===== src/rtl/player_link_rx.sv =====
// player_link_rx
//   Receive side of the two-board player link. The opponent board drives six
//   level pins (pause, reload, score[3:0]) that arrive asynchronous, skewed
//   and possibly bouncing. Each pin is synchronized, then the whole 6-bit word
//   must hold steady for STABLE_CYCLES clocks before it is accepted as the
//   clean player-2 state. Event strobes are derived from the old and new
//   accepted words and are registered alongside them.
//
// Ports
//   clk                 system clock (game-logic domain)
//   rst_n               asynchronous, active-low reset
//   player2_pause_raw   raw pause pin from opponent
//   player2_reload_raw  raw reload pin from opponent
//   player2_score_raw   raw 4-bit score pins from opponent
//   player2_pause       accepted pause level
//   player2_reload      accepted reload level
//   player2_score       accepted score
//   pause_rise          1-cycle strobe, accepted pause 0->1
//   pause_fall          1-cycle strobe, accepted pause 1->0
//   reload_pulse        1-cycle strobe, accepted reload 0->1
//   score_update        1-cycle strobe, accepted score changed
//   score_error         1-cycle strobe, score change was not +1 (mod 16) or ->0
module player_link_rx #(
  parameter int SYNC_STAGES   = 2,
  parameter int STABLE_CYCLES = 65000,
  parameter int CNT_W         = 17
) (
  input  logic       clk,
  input  logic       rst_n,
  input  logic       player2_pause_raw,
  input  logic       player2_reload_raw,
  input  logic [3:0] player2_score_raw,
  output logic       player2_pause,
  output logic       player2_reload,
  output logic [3:0] player2_score,
  output logic       pause_rise,
  output logic       pause_fall,
  output logic       reload_pulse,
  output logic       score_update,
  output logic       score_error
);

  localparam logic [CNT_W-1:0] CNT_MAX = CNT_W'(STABLE_CYCLES - 1);

  // Word layout everywhere: {reload, pause, score[3:0]}
  logic [5:0]       w_raw;
  logic [5:0]       w_sync;
  logic [5:0]       r_sync [SYNC_STAGES];
  logic [5:0]       r_cand;
  logic [CNT_W-1:0] r_cnt;
  logic [5:0]       r_acc;
  logic             r_pause_rise;
  logic             r_pause_fall;
  logic             r_reload_pulse;
  logic             r_score_update;
  logic             r_score_error;

  logic             w_accept;
  logic [3:0]       w_score_next;
  logic             w_score_chg;
  logic             w_score_err;

  assign w_raw  = {player2_reload_raw, player2_pause_raw, player2_score_raw};
  assign w_sync = r_sync[SYNC_STAGES-1];

  // Plain multi-flop synchronizer per bit; no cross-bit logic before the
  // filter so skew between pins is absorbed by the stability window.
  always_ff @(posedge clk or negedge rst_n) begin
    if (!rst_n) begin
      for (int i = 0; i < SYNC_STAGES; i++) r_sync[i] <= '0;
    end else begin
      r_sync[0] <= w_raw;
      for (int i = 1; i < SYNC_STAGES; i++) r_sync[i] <= r_sync[i-1];
    end
  end

  // Stability filter: any change in the synchronized word restarts the
  // count; the counter saturates so a steady word keeps being re-accepted.
  always_ff @(posedge clk or negedge rst_n) begin
    if (!rst_n) begin
      r_cand <= '0;
      r_cnt  <= '0;
    end else if (w_sync != r_cand) begin
      r_cand <= w_sync;
      r_cnt  <= '0;
    end else if (r_cnt != CNT_MAX) begin
      r_cnt  <= r_cnt + CNT_W'(1);
    end
  end

  assign w_accept     = (w_sync == r_cand) && (r_cnt == CNT_MAX);
  assign w_score_next = r_acc[3:0] + 4'd1;
  assign w_score_chg  = r_cand[3:0] != r_acc[3:0];
  // Only +1 (wrapping 15->0) or a drop to 0 (opponent reset) are legal.
  assign w_score_err  = w_score_chg && (r_cand[3:0] != w_score_next) &&
                        (r_cand[3:0] != 4'd0);

  // Accepted word and strobes update together, so strobes line up with the
  // first cycle the new value is visible. Re-accepting an unchanged word
  // yields all-zero strobes naturally.
  always_ff @(posedge clk or negedge rst_n) begin
    if (!rst_n) begin
      r_acc          <= '0;
      r_pause_rise   <= 1'b0;
      r_pause_fall   <= 1'b0;
      r_reload_pulse <= 1'b0;
      r_score_update <= 1'b0;
      r_score_error  <= 1'b0;
    end else if (w_accept) begin
      r_acc          <= r_cand;
      r_pause_rise   <= !r_acc[4] &&  r_cand[4];
      r_pause_fall   <=  r_acc[4] && !r_cand[4];
      r_reload_pulse <= !r_acc[5] &&  r_cand[5];
      r_score_update <= w_score_chg;
      r_score_error  <= w_score_err;
    end else begin
      r_pause_rise   <= 1'b0;
      r_pause_fall   <= 1'b0;
      r_reload_pulse <= 1'b0;
      r_score_update <= 1'b0;
      r_score_error  <= 1'b0;
    end
  end

  assign player2_reload = r_acc[5];
  assign player2_pause  = r_acc[4];
  assign player2_score  = r_acc[3:0];
  assign pause_rise     = r_pause_rise;
  assign pause_fall     = r_pause_fall;
  assign reload_pulse   = r_reload_pulse;
  assign score_update   = r_score_update;
  assign score_error    = r_score_error;

endmodule


===== config.mk =====
export PLATFORM = sky130hd
export DESIGN_NAME = player_link_rx
export DESIGN_NICKNAME = d
export VERILOG_FILES = /design/src/rtl/player_link_rx.sv
export SDC_FILE = /design/constraint.sdc
export NUM_CORES = 1
export LEC_CHECK = 0
export BUFFER_PORTS_ARGS = -buffer_cell sky130_fd_sc_hd__buf_2
export CAP_MARGIN = 20
export CORE_ASPECT_RATIO = 2
export CORE_MARGIN = 3
export CORE_UTILIZATION = 57
export CTS_CLUSTER_DIAMETER = 40
export DETAILED_ROUTE_END_ITERATION = 10
export PLACE_DENSITY_LB_ADDON = 0.3
export SLEW_MARGIN = 30
export SYNTH_ARGS = -nofsm -noshare
export SYNTH_HDL_FRONTEND = slang
export SYNTH_SLANG_ARGS = --single-unit

===== constraint.sdc =====
create_clock -name clk -period 2.3 [get_ports clk]
set_clock_uncertainty 0.15 [all_clocks]
set_input_delay 0.115 -clock clk [delete_from_list [all_inputs] [get_ports clk]]
set_output_delay 0.115 -clock clk [all_outputs]
set_load 0.02 [all_outputs]

==> results.py, run 1 <==
metrics = {
    "floorplanning": {
        "die_w_um": 47.1,
        "start_util_pct": 60.2,
        "rows": 29,
        "fp.dieH_um": 88.1,
        "coreArea_um2": 3190,
        "ios": 19,
        "die-area_um2": 4150,
    },
    "drt": {
        "antenna_left": 0,
        "vias_per_cell": 5.89,
        "drt_first_pass_iters": 4,
        "route.vias.total": 1295,
        "post_drt_wl_per_cell_um": 16.5,
        "wl_um": 3630,
        "drc": 0,
        "drtIter0Drc": 40,
    },
    "logic_synthesis": {
        "ys_seq_elements": 46,
        "synth_flop_cell": "dfrtp_1",
        "synth_common_cells": "46 x dfrtp_1, 16 x xor2_1, 13 x nor2_1",
        "synth_area_leaders": "dfrtp_1 60%, xor2_1 7.3%, mux2_2 3.5%",
        "synth_warnings": 0,
        "yosysTopAreaCellShare_pct": 59.9,
        "synth_edf_count": 0,
        "synthCells": 163,
        "yosysTopAreaCell": "dfrtp_1",
        "yosysMostFrequentCell": "dfrtp_1",
        "yosysSeqAreaShare_pct": 59.9,
        "synth_nets": 173,
        "syn_area_um2": 1920,
        "postSynth.asyncResetShare_pct": 100,
        "avgSynthCellArea_um2": 11.8,
        "ys_types": 33,
    },
    "setup_path": {
        "critPathKind": "flop to flop",
        "reg2reg_to": "r_acc[4]",
        "cp_max_fo": 6,
        "crit_path_start_kind": "flop",
        "reg2reg_depth": 4,
        "critPathSlowestCell": "dfrtp_1",
        "r2r-start": "r_cnt[9]",
        "slowest_delay_ps": 470,
        "critical_path_buf_inv_count": 0,
        "worst-r2r-setup-slack_ps": 210,
        "crit_required_ps": 2320,
        "crit_path_end_kind": "flop",
        "worstPathCellList": "nor4_2, and3_1, nand4_2, mux2_2",
        "cp.arrival_ps": 2110,
        "critical_path.top_delay_family": "simple AND/OR/NAND/NOR gates",
    },
    "final_layout": {
        "area_growth_pct": 15.2,
        "multi_input_area_um2": 729,
        "num-fill-cells": 250,
        "diodes": 0,
        "nNetsFinal": 198,
        "drive_gt1_share_pct": 20.1,
        "layout.area.seq_um2": 1150,
    },
    "power_and_ir_drop": {
        "combPwrFrac_pct": 3.8,
        "switching_power_w": 0.000299,
        "intPower_w": 0.00117,
        "vdd_drop_max_mv": 0.606,
        "pwr-share-seq_pct": 56.9,
        "netSwitchingFraction_pct": 20.3,
        "p_leak_nw": 0.990,
        "power_density_nw_per_um2": 665,
        "power_frac_clock_pct": 39.3,
        "p_total_w": 0.00147,
    },
    "sta": {
        "max_freq_ghz": 0.479,
        "setup_viol": 0,
        "fin_tns_setup_ps": 0,
        "worst_pin_slew_ps": 551,
        "finalHoldViolCount": 0,
        "fin_crit_ps": 2090,
        "slew_headroom_pct": 63.3,
        "rsz0062_at_grt": "no",
        "fin_crit_sh_pct": 90.7,
        "slew_viol_final": 0,
    },
    "clocking": {
        "insertion_delay_ps": 300,
        "cts_tree": "built",
        "htreeDepth": 2,
        "ctsLongestPathBuffers": 2,
        "root_buffer": "clkbuf_8",
        "path_clk_slew_ps": 80,
        "cts_setup_buffers": 0,
        "cts_buffers": 5,
        "cts.sinks": 46,
    },
    "placement": {
        "portBuffers": 18,
        "dp_hpwl_um": 2570,
        "gp_congestion": 0.823,
    },
    "outcome": {
        "status": "completed",
    },
    "hold_path": {
        "hold_path.class": "input port to asynchronous set/reset pin",
    },
    "grt": {
        "grt_pass1_vias": 1340,
        "grt-ovfl-total": 0,
        "grt_pass1_wl_um": 5910,
        "grt_max_degree": 47,
        "grt_usage_pct": 20.3,
        "antenna_found_initial": 0,
    },
    "flow_run": {
        "cap_violations": 0,
    },
}
## metal layers
metal | part of all wire (%) | track usage, %
met3 | 1.9 | 3.70
met1 | 37 | 21.5
met4 | 3.1 | 10.3
met5 | 0 | 0
met2 | 58 | 35.9
## power by group through the flow
stage | clock, W | sequential (W) | combinational [W]
after floorplan | 0 | 0.000850 | 0.0000239
after global placement | 0 | 0.000852 | 0.0000455
after detailed placement | 0 | 0.000854 | 0.0000472
after CTS | 0.000587 | 0.000838 | 0.0000566
after global routing | 0.000624 | 0.000840 | 0.0000616
final | 0.000579 | 0.000838 | 0.0000560
## stage by stage
stage / cells / worst slack (ps) / utilization, % / hold WS, ps / area (um2)
3_5_place_dp: 205 / 180 / 63.6 / 74.6 / 2030
5_1_grt: 220 / 94.5 / 69.4 / 209 / 2210
2_1_floorplan: 163 / 440 / - / -331 / 1920
4_1_cts: 220 / 148 / 69.1 / 206 / 2210
6_report: 220 / 214 / 69.4 / 192 / 2210
3_3_place_gp: 205 / 262 / 63.6 / 73.7 / 2030
## state kept, by name (all words and copies together) (netlist names)
name          count
r_cnt            17
r_sync            6
score_update      1
r_acc             6
pause_fall        1
pause_rise        1
w_sync            6
r_cand            6
reload_pulse      1
score_error       1
## layout by cell type, fill, tap and decap left out, types with 2 or more instances in the layout
cell,count
nor3_1,5
buf_2,17
nand3_1,8
dlygate4sd3_1,7
nand2_1,7
clkbuf_8,5
nand4_1,5
or4_1,2
mux2_2,6
or3_1,3
xnor2_1,6
xor2_1,16
ha_1,2
nor4_1,3
dfrtp_1,46
nor4b_1,2
and4_1,2
and2_1,2
a21oi_1,5
clkbuf_1,2
inv_1,3
nor4_2,2
nor2_1,13
o21ai_0,4
o31ai_1,2
buf_4,3
## worst max path at each step
stage                   from       end  slack [ps]  depth (start not counted)
finish              r_cnt[9]  r_acc[4]         210                          4
global placement    r_cnt[9]  r_acc[2]         260                          4
CTS                 r_cnt[9]  r_acc[4]         150                          4
floorplan           r_cnt[9]  r_acc[0]         440                          4
global route        r_cnt[9]  r_acc[2]          90                          4
detailed placement  r_cnt[9]  r_acc[4]         180                          4
## worst register-to-register path, delay by kind of cell, from the launching register on
| kind | cells | cell delay [ps] |
|---|---|---|
| and+or+nand+nor | 3 | 980 |
| DFF | 1 | 470 |
| muxes | 1 | 360 |
## cell families after synthesis
group,after synthesis,share of synthesized area (%)
AOI/OAI and AO/OA,14,4.36
muxes,7,4.04
and+or+nand+nor,60,17.9
xor gates and xnor gates,22,10.0
buffers and inverters,12,2.47
adders and majority gates,2,1.30
DFF,46,59.9
## cell type report
cell class / count / area share, %
flip-flops and latches: 46 / 52.0
multi-input cells: 105 / 32.9
repair buffers: 27 / 8.02
clock buffers: 7 / 3.45
well taps: 31 / 1.75
clock inverters: 1 / 1.36
inverters: 3 / 0.508
## timing repair
| action | CTS | global route |
|---|---|---|
| setup endpoints to repair | 0 | 6 |
| gates resized for setup | 0 | 1 |
| hold buffers | 7 | 0 |
| hold endpoints to repair | 52 | 0 |
Power figures use the tool's default switching activity.
==> run 2, diff against run 1 <==
--- a/config.mk
+++ b/config.mk
@@ -9,7 +9,7 @@
 export CAP_MARGIN = 20
 export CORE_ASPECT_RATIO = 2
 export CORE_MARGIN = 3
-export CORE_UTILIZATION = 57
+export CORE_UTILIZATION = 61
 export CTS_CLUSTER_DIAMETER = 40
 export DETAILED_ROUTE_END_ITERATION = 10
 export PLACE_DENSITY_LB_ADDON = 0.3
==> constraint.sdc (replaced) <==
create_clock -name clk -period 2.5 [get_ports clk]
set_clock_uncertainty 0.15 [all_clocks]
set_input_delay 0.125 -clock clk [delete_from_list [all_inputs] [get_ports clk]]
set_output_delay 0.125 -clock clk [all_outputs]
set_load 0.02 [all_outputs]
==> run 2 against run 1 <==
Compared with the run above:
- final area is 1.4% lower
- total power is 13% lower
- routed wire length decreased by 5.2%
- largest cell class unchanged
- largest power group unchanged
- maximum frequency down 3.1%
==> results.py, run 2 (synthesized netlist as in run 1, its figures left out) <==
metrics = {
    "setup_path": {
        "slowest_delay_ps": 500,
        "crit_path_start_kind": "flop",
        "startpoint": "r_cand[1]",
        "crit_required_ps": 2550,
        "reg2reg_to": "score_error",
        "worstPathCellList": "xor2_1, nor4_2, nand2_1, buf_4, nor4_1",
        "worst-r2r-setup-slack_ps": 350,
        "critPathKind": "flop to flop",
        "critPathSlowestCell": "nor4_2",
        "cp_max_fo": 18,
        "reg2reg_depth": 5,
        "cp.arrival_ps": 2200,
        "r2r-start": "r_cand[1]",
        "crit_path_end_kind": "flop",
    },
    "sta": {
        "fin_tns_setup_ps": 0,
        "slew_viol_final": 0,
        "finalHoldViolCount": 0,
        "fin_crit_ps": 2150,
        "slew_headroom_pct": 63.6,
        "setup_viol": 0,
        "max_freq_ghz": 0.464,
        "rsz0062_at_grt": "no",
        "fin_crit_sh_pct": 86.2,
        "worst_pin_slew_ps": 545,
    },
    "grt": {
        "grt-ovfl-total": 0,
        "antenna_found_initial": 0,
        "grt_max_degree": 47,
        "grt_pass1_vias": 1360,
        "grt_usage_pct": 21.7,
        "grt_pass1_wl_um": 6090,
    },
    "floorplanning": {
        "fp.dieH_um": 85.4,
        "die_w_um": 45.7,
        "start_util_pct": 64.5,
        "coreArea_um2": 2980,
        "ios": 19,
        "rows": 28,
        "die-area_um2": 3900,
    },
    "clocking": {
        "insertion_delay_ps": 300,
        "cts_setup_buffers": 0,
        "cts_resized": 0,
        "cts_tree": "built",
        "ctsLongestPathBuffers": 2,
        "root_buffer": "clkbuf_8",
        "cts_hold_buf": 7,
        "htreeDepth": 2,
        "cts.sinks": 46,
        "path_clk_slew_ps": 80,
        "cts_buffers": 5,
    },
    "drt": {
        "drc": 0,
        "route.vias.total": 1288,
        "antenna_left": 0,
        "post_drt_wl_per_cell_um": 15.8,
        "wl_um": 3440,
        "drtIter0Drc": 32,
        "vias_per_cell": 5.91,
        "drt_first_pass_iters": 4,
    },
    "flow_run": {
        "cap_violations": 0,
    },
    "final_layout": {
        "top_register": "r_cnt",
        "nNetsFinal": 197,
        "num-fill-cells": 212,
        "largest_register_ffs": 17,
        "final_common_cell": "dfrtp_1",
        "drive_gt1_share_pct": 19.7,
        "layout_common_cells": "46 x dfrtp_1, 17 x buf_2, 16 x xor2_1",
        "area_growth_pct": 13.7,
        "layout.area.seq_um2": 1150,
        "fin_area_um2": 2180,
        "diodes": 0,
        "multi_input_area_um2": 723,
    },
    "placement": {
        "portBuffers": 18,
        "dp_hpwl_um": 2480,
        "placed_area_um2": 2020,
        "gp_congestion": 0.805,
    },
    "power_and_ir_drop": {
        "power_density_nw_per_um2": 584,
        "vdd_drop_max_mv": 0.576,
        "p_leak_nw": 0.980,
    },
    "outcome": {
        "status": "completed",
    },
    "hold_path": {
        "hold_path.class": "input port to asynchronous set/reset pin",
    },
}
[run 2: changes by cell type in the layout (fill, tap and decap cells not counted), sizes merged]
cell / change
bufinv: -1
clkinv: +1
buf: -1
[run 2: worst max-delay path, delay by kind of cell (launching register included)]
family	cells	cell delay, ps
XOR/XNOR	1	180
buffers and inverters	1	250
flip-flops	1	460
AND/OR/NAND/NOR	3	1020
[run 2: area by class of cell]
class / count / share of cell area [%]
Multi-Input combinational cell: 105 / 33.1
Clock inverter: 1 / 0.229
Timing Repair Buffer: 26 / 7.79
Tap cell: 30 / 1.72
Sequential cell: 46 / 52.7
Clock buffer: 7 / 3.95
Inverter: 3 / 0.515
[run 2: where the power goes]
| part | total (W) | switching [W] | leakage, nW | internal (W) |
|---|---|---|---|---|
| Clock | 0.000455 | 0.000232 | 0.0482 | 0.000223 |
| Sequential | 0.000771 | 0.0000122 | 0.601 | 0.000759 |
| Combinational | 0.0000508 | 0.0000295 | 0.331 | 0.0000213 |
[run 2: worst max path at each step]
stage,slack [ps],endpoint,cells past startpoint
finish,350,score_error,5
global route,130,score_error,5
CTS,330,score_error,5
detailed placement,370,score_error,5
global placement,510,r_cnt[16],5
floorplan,640,r_acc[0],4
[run 2: metal layers]
layer	up-vias	wire, um	share of wire, %	GRT usage (%)
li1	612	-	-	-
met1	649	1270	37	23.9
met2	21	1980	58	37.7
met3	6	104	3.0	4.46
met4	0	86	2.5	9.59
met5	-	0	0	0
[run 2: per-stage QoR]
stage | std cells | setup slack, ps | power, W | utilization, % | hold WS, ps
2_1_floorplan | 163 | 640 | 0.000804 | - | -321
3_3_place_gp | 203 | 515 | 0.000825 | 67.9 | 84.0
3_5_place_dp | 203 | 371 | 0.000829 | 67.9 | 84.4
4_1_cts | 218 | 332 | 0.00129 | 73.3 | 205
5_1_grt | 218 | 130 | 0.00132 | 73.4 | 212
6_report | 218 | 346 | 0.00128 | 73.4 | 199
==> run 3, diff against run 2 <==
--- a/config.mk
+++ b/config.mk
@@ -9,7 +9,7 @@
 export CAP_MARGIN = 20
 export CORE_ASPECT_RATIO = 2
 export CORE_MARGIN = 3
-export CORE_UTILIZATION = 61
+export CORE_UTILIZATION = 45
 export CTS_CLUSTER_DIAMETER = 40
 export DETAILED_ROUTE_END_ITERATION = 10
 export PLACE_DENSITY_LB_ADDON = 0.3
==> run 3 against run 2 <==
Compared with the run above:
- setup slack got worse by 3.1 ps
- cell count increased by 10%
- sequential share of layout area fell by 0.54 points
- critical endpoint is now r_acc[2]
- non-clock buffer count unchanged
- critical path depth shrank 1
- first-iteration DRC count rose by 110%
- routed wire length is 3.3% higher
- hold slack better by 6.7 ps
- global-route usage decreased by 5.9 points
==> results.py, run 3 (synthesized netlist as in run 1, its figures left out) <==
metrics = {
    "floorplanning": {
        "ios": 19,
        "start_util_pct": 47.0,
        "rows": 33,
        "coreArea_um2": 4090,
        "die-area_um2": 5140,
        "die_w_um": 52.2,
        "fp.dieH_um": 98.4,
    },
    "sta": {
        "whs_ps": 206,
        "rsz0062_at_grt": "no",
        "fin_crit_sh_pct": 86.3,
        "slew_viol_final": 0,
        "setup_viol": 0,
        "max_freq_ghz": 0.464,
        "slew_headroom_pct": 62.7,
        "fin_tns_setup_ps": 0,
        "worst_pin_slew_ps": 559,
        "finalHoldViolCount": 0,
        "fin_crit_ps": 2160,
    },
    "setup_path": {
        "crit_required_ps": 2530,
        "cp.arrival_ps": 2180,
        "crit_path_end_kind": "flop",
        "reg2reg_depth": 4,
        "worst-r2r-setup-slack_ps": 340,
        "reg2reg_to": "r_acc[2]",
        "critPathKind": "flop to flop",
        "crit_path_start_kind": "flop",
        "cp_max_fo": 6,
        "r2r-start": "r_cnt[9]",
    },
    "power_and_ir_drop": {
        "vdd_drop_max_mv": 0.439,
        "intPower_w": 0.000977,
        "power_density_nw_per_um2": 567,
        "p_leak_nw": 0.977,
        "pwr-share-seq_pct": 61.6,
        "power_frac_clock_pct": 34.4,
        "combPwrFrac_pct": 4.1,
        "netSwitchingFraction_pct": 21.9,
        "switching_power_w": 0.000274,
    },
    "final_layout": {
        "fin_area_um2": 2210,
        "layout_common_cells": "46 x dfrtp_1, 17 x buf_2, 16 x xor2_1",
        "largest_register_ffs": 17,
        "fin_cells": 240,
        "drive_gt1_share_pct": 19.7,
        "diodes": 0,
        "top_register": "r_cnt",
        "final_common_cell": "dfrtp_1",
        "area_growth_pct": 14.8,
        "nNetsFinal": 197,
    },
    "flow_run": {
        "cap_violations": 0,
    },
    "grt": {
        "grt_usage_pct": 15.7,
        "grt_pass1_vias": 1345,
        "antenna_found_initial": 0,
        "grt_pass1_wl_um": 5910,
        "grt-ovfl-total": 0,
        "grt_max_degree": 47,
    },
    "outcome": {
        "status": "completed",
    },
    "hold_path": {
        "hold_path.class": "input port to asynchronous set/reset pin",
    },
    "placement": {
        "gp_congestion": 0.821,
        "dp.cells": 225,
        "placed_area_um2": 2050,
        "portBuffers": 18,
        "dp_hpwl_um": 2630,
    },
    "clocking": {
        "cts.sinks": 46,
        "cts_tree": "built",
        "ctsLongestPathBuffers": 2,
        "cts_buffers": 5,
        "htreeDepth": 2,
        "insertion_delay_ps": 300,
        "root_buffer": "clkbuf_8",
        "path_clk_slew_ps": 90,
    },
    "drt": {
        "drtIter0Drc": 66,
        "post_drt_wl_per_cell_um": 14.8,
        "drc": 0,
        "antenna_left": 0,
        "drt_first_pass_iters": 4,
        "route.vias.total": 1268,
        "vias_per_cell": 5.28,
        "wl_um": 3550,
    },
}
run 3: cell count changes in the layout (fill, tap and decap cells not counted):
cell | before | now
clkinv_4 | 0 | 1
clkbuf_8 | 6 | 5
run 3: how the worst max path moves through the flow:
| stage | startpoint | to | slack [ps] |
|---|---|---|---|
| 2_1_floorplan | r_cnt[9] | r_acc[0] | 640 |
| 3_3_place_gp | r_cnt[9] | r_acc[1] | 420 |
| 6_report | r_cnt[9] | r_acc[2] | 340 |
| 4_1_cts | r_cnt[9] | r_acc[2] | 340 |
| 3_5_place_dp | r_cand[1] | r_cnt[15] | 370 |
| 5_1_grt | r_cnt[9] | r_acc[1] | 200 |
run 3: layout make-up:
cell class / instances / area [um2]
fillers: 356 / 1880
flip-flops and latches: 46 / 1150
multi-input cells: 105 / 723
repair buffers: 26 / 170
clock buffers: 6 / 72.6
well taps: 52 / 65.1
clock inverters: 2 / 13.8
inverters: 3 / 11.3
run 3: what timing repair did:
action                    in CTS  in global routing
resized for setup              0                  0
hold buffers                   7                  0
hold endpoints to repair      52                  0
setup buffers                  0                  0
run 3: critical path: stages, from the launching register on:
cell and delay [ps]:
dfrtp_1 460, nor4_1 440, and3_1 350, nand4_2 270, mux2_2 360
run 3: per-stage QoR:
step	setup slack, ps	utilization [%]	total power [W]
CTS	344	53.9	0.00128
global placement	415	50.1	0.000827
global route	199	54.0	0.00131
detailed placement	373	50.1	0.000829
finish	343	54.0	0.00125
floorplan	640	-	0.000804
run 3: power groups by stage:
stage / Sequential (W) / Clock (W) / Combinational [W]
global placement: 0.000785 / 0 / 0.0000421
CTS: 0.000771 / 0.000452 / 0.0000520
detailed placement: 0.000785 / 0 / 0.0000436
finish: 0.000771 / 0.000430 / 0.0000507
floorplan: 0.000782 / 0 / 0.0000220
global route: 0.000772 / 0.000476 / 0.0000582
run 3: per-layer routing:
layer  track usage (%)  share of wire, %  vias up  routed length (um)
met5                 0                 0        -                   0
met4              9.84               3.5        0                 126
met3              3.18               2.1       10                  75
met2              29.1                59       19                2110
met1              14.7                35      621                1240
li1                  -                 -      618                   -
